File: src/rtl/pwm_source.sv
// Complementary PWM source: free-running period counter against a double-buffered
// duty register; duty writes land in a pending slot and apply only on a period wrap.
module pwm_source #(
   parameter int unsigned WIDTH = 11
) (
   input  logic             clk,
   input  logic             rst_n,
   input  logic             en,
   input  logic [WIDTH-1:0] duty,
   input  logic             duty_vld,
   output logic             duty_rdy,
   output logic             pwm_high,
   output logic             pwm_low,
   output logic             pwm_synch
);

   logic [WIDTH-1:0] r_cnt;
   logic [WIDTH-1:0] r_duty_pend;
   logic [WIDTH-1:0] r_duty_act;
   logic             r_pend_full;
   logic             r_pwm_high;
   logic             r_pwm_low;
   logic             r_pwm_synch;

   logic             w_wrap;
   logic             w_below;
   logic             w_accept;
   logic             w_transfer;

   assign w_wrap     = (r_cnt == '1);
   assign w_below    = (r_cnt < r_duty_act);
   assign w_accept   = duty_vld & ~r_pend_full;
   // While disabled the pending value is promoted at once, so the first period
   // after enable already uses the latest duty.
   assign w_transfer = r_pend_full & (~en | w_wrap);

   always_ff @(posedge clk or negedge rst_n) begin
      if (!rst_n) begin
         r_cnt       <= '0;
         r_duty_pend <= '0;
         r_duty_act  <= '0;
         r_pend_full <= 1'b0;
         r_pwm_high  <= 1'b0;
         r_pwm_low   <= 1'b0;
         r_pwm_synch <= 1'b0;
      end else begin
         r_cnt <= en ? r_cnt + 1'b1 : '0;

         // Accept and transfer are exclusive: accept needs the slot empty,
         // transfer needs it full.
         if (w_transfer) begin
            r_duty_act  <= r_duty_pend;
            r_pend_full <= 1'b0;
         end else if (w_accept) begin
            r_duty_pend <= duty;
            r_pend_full <= 1'b1;
         end

         r_pwm_high  <= en & w_below;
         r_pwm_low   <= en & ~w_below;
         r_pwm_synch <= en & w_wrap;
      end
   end

   assign duty_rdy  = ~r_pend_full;
   assign pwm_high  = r_pwm_high;
   assign pwm_low   = r_pwm_low;
   assign pwm_synch = r_pwm_synch;

endmodule

File: config.mk
export PLATFORM = sky130hd
export DESIGN_NAME = pwm_source
export DESIGN_NICKNAME = d
export VERILOG_FILES = /design/src/rtl/pwm_source.sv
export SDC_FILE = /design/constraint.sdc
export NUM_CORES = 1
export LEC_CHECK = 0
export BUFFER_PORTS_ARGS = -buffer_cell sky130_fd_sc_hd__buf_4
export CAP_MARGIN = 0
export CORE_UTILIZATION = 40
export DETAILED_ROUTE_END_ITERATION = 6
export GPL_TIMING_DRIVEN = 1
export PLACE_DENSITY = 0.63
export SYNTH_ARGS = -nofsm -noshare
export SYNTH_HDL_FRONTEND = slang
export SYNTH_SLANG_ARGS = --single-unit
File: constraint.sdc
create_clock -name clk -period 1.82 [get_ports clk]
set_input_delay 0.182 -clock clk [delete_from_list [all_inputs] [get_ports clk]]
set_output_delay 0.182 -clock clk [all_outputs]
set_load 0.05 [all_outputs]
==> out/metrics.cfg, run 1 <==
[run_status]
status = finished, final reports clean

[worst_setup_path]
required_ns = 2.00
r2r_slack_ns = 0.13
crit_chain = ha_1 -> and4_4 -> nand4_2 -> a21o_2 -> mux2_2
critPathArrivalTime_ns = 1.87
criticalPathCategory = flip-flop to flip-flop
cp_top_family = flip-flops
cp_num_buf_inv = 0
slowest_stage = dfrtp_1
critPathLaunch = r_cnt[0]
critical_path.max_fanout = 11
reg2reg_from = r_cnt[0]
cp.depth = 5
endpoint_kind = flip-flop
cp-start-kind = flip-flop
rr_worst_depth = 5
r2r_end = r_duty_act[2]
max_stage_delay_ns = 0.38

[placement]
dpl.hpwl_um = 2177
io_buffers = 18
placed_cells = 209
dpl_worst_slack_ns = -0.03237
gp_congestion = 0.7969

[floorplan]
rows = 23
die_w_um = 68.15
io-pin-count = 19
die_area_mm2 = 0.004644
start_util_pct = 42.84
coreArea_mm2 = 0.004086
chipHeight_um = 68.15

[power]
leakagePower_nw = 1.064
power_density_mw_per_mm2 = 1037
clkPwrFrac_pct = 25.6
p_switching_uw = 585.7
swShare_pct = 27.32
p_comb_share_pct = 23.4
ir_worst_vdd_uv = 633.8
internal_power_mw = 1.559
seq_power_share_pct = 51.0

[timing]
setup_viol_count_final = 0
fin_skew_ns = 0.003185
worstMarginPinSlew_ns = 0.4585
timing.hold.ws_ns = 0.1181
max_freq_ghz = 0.5907
hold_violations = 0
maxSlewHeadroom_pct = 69.43
period_minus_slack_ns = 1.693
maxSlewViolCount = 0
rsz0062_at_grt = no
min_period_over_period_pct = 93.01
fin_ws_ns = 0.1271

[final_layout]
area_delta_synth_final_pct = 18.16
drive_above_1_share_pct = 33.93
nets = 193
mostFrequentLayoutCells = dfrtp_1 (37), buf_4 (24), inv_1 (12), mux2_2 (12), ha_1 (11)
multi_input_area_um2 = 762.0
antenna_cells = 0
seqCellArea_um2 = 925.9
fill_cells = 374
finalNonFillerCells = 218
layout_commonest_cell = dfrtp_1

[synthesis]
syn_area_per_cell_um2 = 12.68
synth_top_area_share_pct = 52.89
synth_area_leaders = dfrtp_1 (53%), mux2_4 (8.6%), ha_1 (7.9%)
yosys.cell_types.count = 31
seq_area_frac_synth_pct = 52.89
yosysTopAreaCell = dfrtp_1
synthSimpleGateAreaFrac_pct = 9.650
yosysWarnings = 0
synth_nets = 164
synthAdderAreaFrac_pct = 7.863
synth_top_family_by_area = multiplexers
synth.area.mux_share_pct = 16.30
syn-instance-count = 138
synthXorXnorAreaFrac_pct = 4.003
synth-seq-cells = 37
synth_compound_area_share_pct = 5.647
syn_area_mm2 = 0.001750

[clock_tree]
cts.sinks = 37
htreeDepth = 2
clk_latency_ns = 0.29
path_clk_slew_ns = 0.07
root_buffer = clkbuf_8
post_cts_buffers = 0
cts_tree = yes
ctsLongestPathBuffers = 2
cts_buffers = 5

[detailed_routing]
drc = 0
dr.pass1.iters = 4
drt_iter0_drc = 43
wirelength_um = 2981
drtAntennaViolNets = 0
drt-wirelength-per-cell_um = 13.67
vias = 1112
drt-vias-per-instance = 5.101

[global_route]
first_global_vias = 1202
top_usage_layer = met2
grt_start_max_net_pins = 38
use_met1_pct = 18.70
grt_usage_pct = 16.58
grt_use_met2_pct = 26.10
grt.met3_usage_pct = 6.333
grt_pass1_wl_um = 5319
grt_antenna_before_repair = 0
grt_overflow = 0

[min_path]
hold_class = input port to flip-flop
hold_path_end = r_duty_pend[7]
hold_start = duty[7]
holdPathStages = 2

[run]
drv_cap = 0

how the worst max path moves through the flow:
stage | to | slack (ns)
after floorplan | r_duty_act[0] | 0.13
after global routing | pwm_high | 0.03
after global placement | r_duty_act[2] | 0.01
after CTS | pwm_high | 0.08
final | r_duty_act[2] | 0.13
after detailed placement | r_duty_act[2] | -0.03
power groups by stage:
| stage | registers [mW] | clock network (mW) | logic [mW] |
|---|---|---|---|
| floorplan | 1.08 | 0 | 0.387 |
| global placement | 1.10 | 0 | 0.476 |
| detailed placement | 1.11 | 0 | 0.505 |
| CTS | 1.10 | 0.563 | 0.513 |
| global route | 1.12 | 0.607 | 0.563 |
| finish | 1.09 | 0.550 | 0.501 |
area by class of cell:
class | count | share of cell area (%)
well taps | 50 | 3.025
inverters | 12 | 2.178
clock buffers | 6 | 3.509
flip-flops and latches | 37 | 44.77
multi-input cells | 86 | 36.84
clock inverters | 2 | 0.4840
repair buffers | 25 | 9.195
metrics by stage:
step / area, µm² / setup TNS (ns) / utilization [%] / total power, mW
2_1_floorplan: 1750 / 0 / - / 1.467
3_3_place_gp: 1974 / 0 / 48.32 / 1.578
3_5_place_dp: 1974 / -0.03237 / 48.32 / 1.618
4_1_cts: 2068 / 0 / 50.61 / 2.171
5_1_grt: 2068 / 0 / 50.61 / 2.290
6_report: 2068 / 0 / 50.61 / 2.144
state kept, by name (all words and copies together) (netlist names):
| signal | cells |
|---|---|
| r_cnt | 11 |
| r_duty_act | 11 |
| pwm_low | 1 |
| pwm_synch | 1 |
| pwm_high | 1 |
| r_pend_full | 1 |
| r_duty_pend | 11 |
per-layer routing:
| layer | part of all wire (%) | wire length (µm) |
|---|---|---|
| met1 | 44 | 1318 |
| met5 | 0 | 0 |
| met2 | 49 | 1451 |
| met3 | 4.0 | 118 |
| met4 | 3.1 | 93 |
Yosys cell counts (all sizes together):
cell type / number
a21o: 5
a21oi: 2
a221oi: 1
a31o: 1
a31oi: 1
a41oi: 1
and2: 1
and3: 1
and4: 3
buf: 1
clkbuf: 2
dfrtp: 37
ha: 11
inv: 12
mux2: 22
nand2: 4
nand2b: 1
nand3: 5
nand4: 2
nor2: 10
nor2b: 1
nor3: 1
nor3b: 1
o21ai: 2
o2bb2ai: 1
or3: 1
xnor2: 3
xor2: 5
cell families (layout without fill, tap and decap cells):
group                    after synthesis  in the layout
adder cells (fa/ha/maj)               11             11
AO/OA/AOI/OAI                         14             14
buffers and inverters                 15             45
XOR/XNOR                               8              8
AND/OR/NAND/NOR                       31             31
multiplexers                          22             22
flip-flops                            37             37
repair_timing:
item                                    4_1_cts  5_1_grt
cloned                                        0        0
endpoints found under the setup margin        6        2
endpoints found under the hold margin        37        0
resized for setup                             1        1
hold buffers                                  1        0
No activity file was read; power rests on OpenSTA's default activity.
==> run 2, diff against run 1 <==
--- a/config.mk
+++ b/config.mk
@@ -5,8 +5,9 @@
 export SDC_FILE = /design/constraint.sdc
 export NUM_CORES = 1
 export LEC_CHECK = 0
-export BUFFER_PORTS_ARGS = -buffer_cell sky130_fd_sc_hd__buf_4
+export BUFFER_PORTS_ARGS = -buffer_cell sky130_fd_sc_hd__buf_2
 export CAP_MARGIN = 0
+export CORE_ASPECT_RATIO = 0.5
 export CORE_UTILIZATION = 40
 export DETAILED_ROUTE_END_ITERATION = 6
 export GPL_TIMING_DRIVEN = 1
==> out/metrics.cfg, run 2 (synthesized netlist as in run 1, its figures left out) <==
[run_status]
status = finished, final reports clean

[detailed_routing]
dr.pass1.iters = 4  ; unchanged
wirelength_um = 3065  ; +2.8%
drc = 0  ; unchanged
drt-wirelength-per-cell_um = 13.50  ; -1.3%
drtAntennaViolNets = 0  ; unchanged
drt_iter0_drc = 52  ; +21%
drt-vias-per-instance = 4.859  ; -4.7%
vias = 1103  ; -0.81%

[timing]
hold_violations = 0  ; unchanged
period_minus_slack_ns = 1.700  ; +0.006658 ns
worstMarginPinSlew_ns = 0.4530  ; -0.005489 ns
max_freq_ghz = 0.5884  ; -0.39%
maxSlewViolCount = 0  ; unchanged
setup_viol_count_final = 0  ; unchanged
timing.hold.ws_ns = 0.1289  ; +0.01081 ns
setup_tns_ns = 0  ; unchanged
fin_skew_ns = 0.002979  ; -0.0002062 ns
min_period_over_period_pct = 93.38  ; +0.37 points
maxSlewHeadroom_pct = 69.80  ; +0.37 points
rsz0062_at_grt = no

[worst_setup_path]
slowest_stage = dfrtp_1
max_stage_delay_ns = 0.44  ; +0.06 ns
criticalPathCategory = flip-flop to flip-flop
endpoint_kind = flip-flop
crit_chain = ha_1 -> a21o_1 -> a221oi_1 -> o21ai_0 -> a41oi_1
rr_worst_depth = 5  ; unchanged
cp-start-kind = flip-flop
critPathArrivalTime_ns = 1.90  ; +0.03 ns
critical_path.max_fanout = 4  ; -7
reg2reg_from = r_cnt[4]
required_ns = 2.02  ; +0.02 ns
critPathLaunch = r_cnt[4]
r2r_slack_ns = 0.12  ; about the same

[placement]
io_buffers = 18  ; unchanged
dpl.hpwl_um = 2274  ; +4.4%
placed_cells = 218  ; +4.3%
gp_congestion = 0.6947  ; -13%

[global_route]
first_global_vias = 1095  ; -8.9%
grt_pass1_wl_um = 5347  ; +0.53%
grt_overflow = 0  ; unchanged
grt_start_max_net_pins = 38  ; unchanged
grt_antenna_before_repair = 0  ; unchanged
grt_usage_pct = 15.58  ; -1.0 points

[final_layout]
drive_above_1_share_pct = 36.42  ; +2.5 points
finalNonFillerCells = 227  ; +4.1%
mostFrequentLayoutCells = dfrtp_1 (37), buf_2 (18), inv_1 (12), mux2_2 (12)
area_delta_synth_final_pct = 20.94
biggestRegsByFlops = r_cnt (11), r_duty_act (11), r_duty_pend (11)
fill_cells = 380  ; +1.6%
antenna_cells = 0  ; unchanged
layout_commonest_cell = dfrtp_1
nets = 198  ; +2.6%

[power]
leakagePower_nw = 1.100  ; +3.4%
power_density_mw_per_mm2 = 1141  ; +10%
ir_worst_vdd_uv = 553.9  ; -13%
p_total_mw = 2.416  ; +13%

[clock_tree]
cts.sinks = 37  ; unchanged
htreeDepth = 2  ; unchanged
clk_latency_ns = 0.28  ; about the same
path_clk_slew_ns = 0.07  ; about the same
root_buffer = clkbuf_8
cts_tree = yes
cts_buffers = 5  ; unchanged
ctsLongestPathBuffers = 2  ; unchanged

[min_path]
hold_class = input port to flip-flop
hold_start = duty[4]
holdPathStages = 2  ; unchanged

[floorplan]
coreArea_mm2 = 0.004044  ; -1.0%
die_w_um = 95.55  ; +40%
io-pin-count = 19  ; unchanged
die_area_mm2 = 0.004660  ; +0.35%
rows = 16  ; -30%
start_util_pct = 43.29  ; +0.45 points
chipHeight_um = 48.78  ; -28%

[run]
drv_cap = 0  ; unchanged

[run 2: path summary, 6_finish.rpt]
path,endpoint
setup reg to reg,pwm_high
hold reg to reg,r_duty_act[2]
max in group asynchronous,r_duty_act[1]
hold / removal,r_duty_pend[4]
min in group asynchronous,pwm_synch
setup / recovery,pwm_high
[run 2: metrics by stage]
stage                     utilization, %  worst slack (ns)  area (µm²)
after CTS                          52.35            0.1080        2117
after global routing               52.35           0.02425        2117
after global placement             48.76          -0.03859        1972
after floorplan                        -            0.1272        1750
final                              52.35            0.1205        2117
after detailed placement           48.76          -0.07169        1972
[run 2: routing by layer]
layer  vias up  GRT usage [%]  routed length (µm)
met4         0          4.478                   0
met5         -              0                   0
met1       537          22.03                1595
li1        549              -                   -
met2        17          23.21                1370
met3         0          4.673                  99
[run 2: area by class of cell]
cell class	instances	area (µm²)	area share (%)
Clock buffer	5	68.82	3.251
Clock inverter	3	65.06	3.073
Inverter	12	45.04	2.128
Multi-Input combinational cell	86	762.0	35.99
Sequential cell	37	925.9	43.74
Tap cell	54	67.56	3.191
Timing Repair Buffer	30	182.7	8.629
[run 2: power breakdown]
part           total [mW]  internal (mW)  switching (mW)
clock network       0.827          0.544           0.283
logic               0.492          0.289           0.203
registers            1.10          0.993           0.104
total                2.42           1.83           0.590
[run 2: what timing repair did]
| item | 4_1_cts | 5_1_grt |
|---|---|---|
| resized for setup | 1 | 0 |
| hold buffers | 1 | 0 |
| setup buffers | 0 | 0 |
| setup endpoints to repair | 11 | 0 |
| endpoints found under the hold margin | 37 | 0 |
[run 2: worst max-delay path, delay by kind of cell, from the launching register on]
kind,cells,cell delay [ns]
adder cells (fa/ha/maj),1,0.34
AO/OA/AOI/OAI,4,0.84
flip-flops,1,0.44
==> run 3, diff against run 2 <==
--- a/config.mk
+++ b/config.mk
@@ -5,12 +5,14 @@
 export SDC_FILE = /design/constraint.sdc
 export NUM_CORES = 1
 export LEC_CHECK = 0
+export ABC_AREA = 1
 export BUFFER_PORTS_ARGS = -buffer_cell sky130_fd_sc_hd__buf_2
 export CAP_MARGIN = 0
 export CORE_ASPECT_RATIO = 0.5
 export CORE_UTILIZATION = 40
 export DETAILED_ROUTE_END_ITERATION = 6
 export GPL_TIMING_DRIVEN = 1
+export HOLD_SLACK_MARGIN = 0.05
 export PLACE_DENSITY = 0.63
 export SYNTH_ARGS = -nofsm -noshare
 export SYNTH_HDL_FRONTEND = slang
==> out/metrics.cfg, run 3 <==
[run_status]
status = finished, final reports clean

[floorplan]
coreArea_mm2 = 0.004424  ; +9.4%
chipHeight_um = 50.08  ; +2.7%
die_area_mm2 = 0.004916  ; +5.5%
start_util_pct = 41.80  ; -1.5 points
die_w_um = 98.16  ; +2.7%
io-pin-count = 19  ; unchanged
rows = 17  ; +1

[synthesis]
synth.most_common_cell = nand2_1
yosysTopAreaCell = dfrtp_1
synth-seq-cells = 37  ; unchanged
synth_nets = 229  ; +40%
synth_edf_count = 0  ; unchanged
async_flop_share_pct = 100.0  ; unchanged
ys.flop_type = dfrtp_1
yosysWarnings = 0  ; unchanged
yosys.cell_types.count = 25  ; -19%
seq_area_frac_synth_pct = 50.07  ; -2.8 points
synth_area_leaders = dfrtp_1 (50%), nand2_1 (10%), ha_1 (7.4%)
synth_common_cells = nand2_1 (51), dfrtp_1 (37), inv_1 (29), nand3_1 (16), nor2_1 (13)
syn_area_mm2 = 0.001849  ; +5.6%
syn_area_per_cell_um2 = 9.110  ; -28%
syn-instance-count = 203  ; +47%
synth_top_area_share_pct = 50.07  ; -2.8 points

[clock_tree]
cts_buffers = 5  ; unchanged
cts_tree = yes
post_cts_buffers = 0  ; unchanged
ctsLongestPathBuffers = 2  ; unchanged
clk_latency_ns = 0.29  ; about the same
path_clk_slew_ns = 0.08  ; about the same
cts.sinks = 37  ; unchanged
htreeDepth = 2  ; unchanged
root_buffer = clkbuf_8

[final_layout]
finalInstanceArea_mm2 = 0.002101  ; -0.77%
antenna_cells = 0  ; unchanged
drive_above_1_share_pct = 20.35  ; -16 points
fill_cells = 413  ; +8.7%
mostFrequentLayoutCells = nand2_1 (51), dfrtp_1 (37), inv_1 (29), buf_2 (18), nand3_1 (16)
layout_commonest_cell = nand2_1
nets = 251  ; +27%
area_delta_synth_final_pct = 13.60
biggestRegsByFlops = r_cnt (11), r_duty_act (11), r_duty_pend (11)

[timing]
fin_skew_ns = 0.006824  ; +0.003844 ns
max_freq_ghz = 0.6469  ; +9.9%
maxSlewHeadroom_pct = 45.20  ; -25 points
maxSlewViolCount = 0  ; unchanged
rsz0062_at_grt = no
worstMarginPinSlew_ns = 0.8220  ; +0.3689 ns
setup_viol_count_final = 0  ; unchanged
setup_tns_ns = 0  ; unchanged
hold_violations = 0  ; unchanged
period_minus_slack_ns = 1.546  ; -0.1537 ns
min_period_over_period_pct = 84.94  ; -8.4 points

[placement]
postPlaceCellArea_mm2 = 0.001979  ; +0.38%
io_buffers = 18  ; unchanged
dpl.hpwl_um = 2395  ; +5.4%
gp_congestion = 0.7973  ; +15%

[min_path]
hold_class = input port to flip-flop

[detailed_routing]
dr.pass1.iters = 4  ; unchanged
drt-wirelength-per-cell_um = 11.42  ; -15%
drt_iter0_drc = 60  ; +15%
drc = 0  ; unchanged
wirelength_um = 3231  ; +5.4%
drtAntennaViolNets = 0  ; unchanged
vias = 1334  ; +21%
drt-vias-per-instance = 4.714  ; -3.0%

[power]
clkPwrFrac_pct = 32.7  ; -1.5 points
p_switching_uw = 618.1  ; +4.7%
leakagePower_nw = 1.085  ; -1.4%
ir_worst_vdd_uv = 576.6  ; +4.1%
p_total_mw = 2.167  ; -10%
p_comb_share_pct = 18.9  ; -1.5 points
swShare_pct = 28.53  ; +4.1 points
seq_power_share_pct = 48.4  ; +3.0 points
internal_power_mw = 1.548  ; -15%
power_density_mw_per_mm2 = 1031  ; -9.6%

[global_route]
grt_usage_pct = 15.23  ; -0.34 points
grt_pass1_wl_um = 5630  ; +5.3%
first_global_vias = 1319  ; +20%
grt_overflow = 0  ; unchanged
grt_antenna_before_repair = 0  ; unchanged
grt_start_max_net_pins = 38  ; unchanged

[worst_setup_path]
cp-start-kind = flip-flop
required_ns = 2.00  ; -0.02 ns
criticalPathCategory = flip-flop to flip-flop
critical_path.max_fanout = 14  ; +10
critPathArrivalTime_ns = 1.73  ; -0.17 ns
endpoint_kind = flip-flop

[run]
drv_cap = 0  ; unchanged

-- run 3: power by group through the flow --
stage	sequential, mW	clock [mW]	combinational, mW
finish	1.05	0.708	0.410
global route	1.07	0.760	0.480
CTS	1.05	0.722	0.419
detailed placement	1.07	0	0.414
global placement	1.06	0	0.397
floorplan	1.05	0	0.314
-- run 3: worst max-delay path: stages (launching register included) --
cell	delay, ns
dfrtp_1	0.41
ha_1	0.21
nand2_2	0.07
nor2_4	0.17
nand3_4	0.10
nand2_4	0.14
nand2_2	0.16
nand2_1	0.11
nand2_1	0.07
-- run 3: timing repair --
item,4_1_cts,5_1_grt
endpoints found under the hold margin,37,0
resized for setup,0,0
hold buffers,1,0
-- run 3: cells by family (layout without fill, tap and decap cells) --
logic type / count (synthesis) / after routing / synth area share [%]
multiplexers: 11 / 11 / 6.698
adder cells (fa/ha/maj): 11 / 11 / 7.442
buffers and inverters: 36 / 59 / 8.389
AND/OR/NAND/NOR: 92 / 92 / 22.94
flip-flops: 37 / 37 / 50.07
AO/OA/AOI/OAI: 16 / 16 / 4.466
-- run 3: final cells by class --
type	instances	area, µm²	share of cell area (%)
sequential	37	925.9	44.07
tap	57	71.32	3.395
clock buffer	6	72.57	3.454
multi-input combinational	130	768.2	36.57
clock inverter	2	38.79	1.846
inverter	31	116.4	5.539
timing repair buffer	20	107.6	5.122
-- run 3: path summary, 6_finish.rpt --
check / start / end / slack (ns) / cells after the start
worst max-delay path: r_cnt[0] / r_duty_act[4] / 0.27 / 8
worst min-delay path: duty[1] / r_duty_pend[1] / 0.1 / 2
worst max register to register: r_cnt[0] / r_duty_act[4] / 0.27 / 8
worst min register to register: r_duty_act[3] / r_duty_act[3] / 0.48 / 2
max in group asynchronous: rst_n / r_duty_act[7] / 0.78 / 2
min in group asynchronous: rst_n / r_cnt[9] / 0.52 / 2
-- run 3: routing by layer --
layer / routed length, µm / share of wire, % / vias to the layer above / global-route usage [%]
met5: 0 / 0 / - / 0
met4: 60 / 1.9 / 0 / 7.463
met3: 138 / 4.3 / 7 / 5.106
met2: 1438 / 45 / 22 / 24.65
met1: 1593 / 49 / 622 / 18.49
li1: - / - / 683 / -
-- run 3: stage by stage --
step | setup slack (ns) | hold slack, ns | util [%] | instances
6_report | 0.2742 | 0.09786 | 47.48 | 283
5_1_grt | 0.1267 | 0.08426 | 47.48 | 283
4_1_cts | 0.2611 | 0.09461 | 47.48 | 283
3_5_place_dp | 0.2944 | 0.3325 | 44.74 | 274
3_3_place_gp | 0.3627 | 0.3217 | 44.74 | 274
2_1_floorplan | 0.2945 | -0.1136 | - | 203
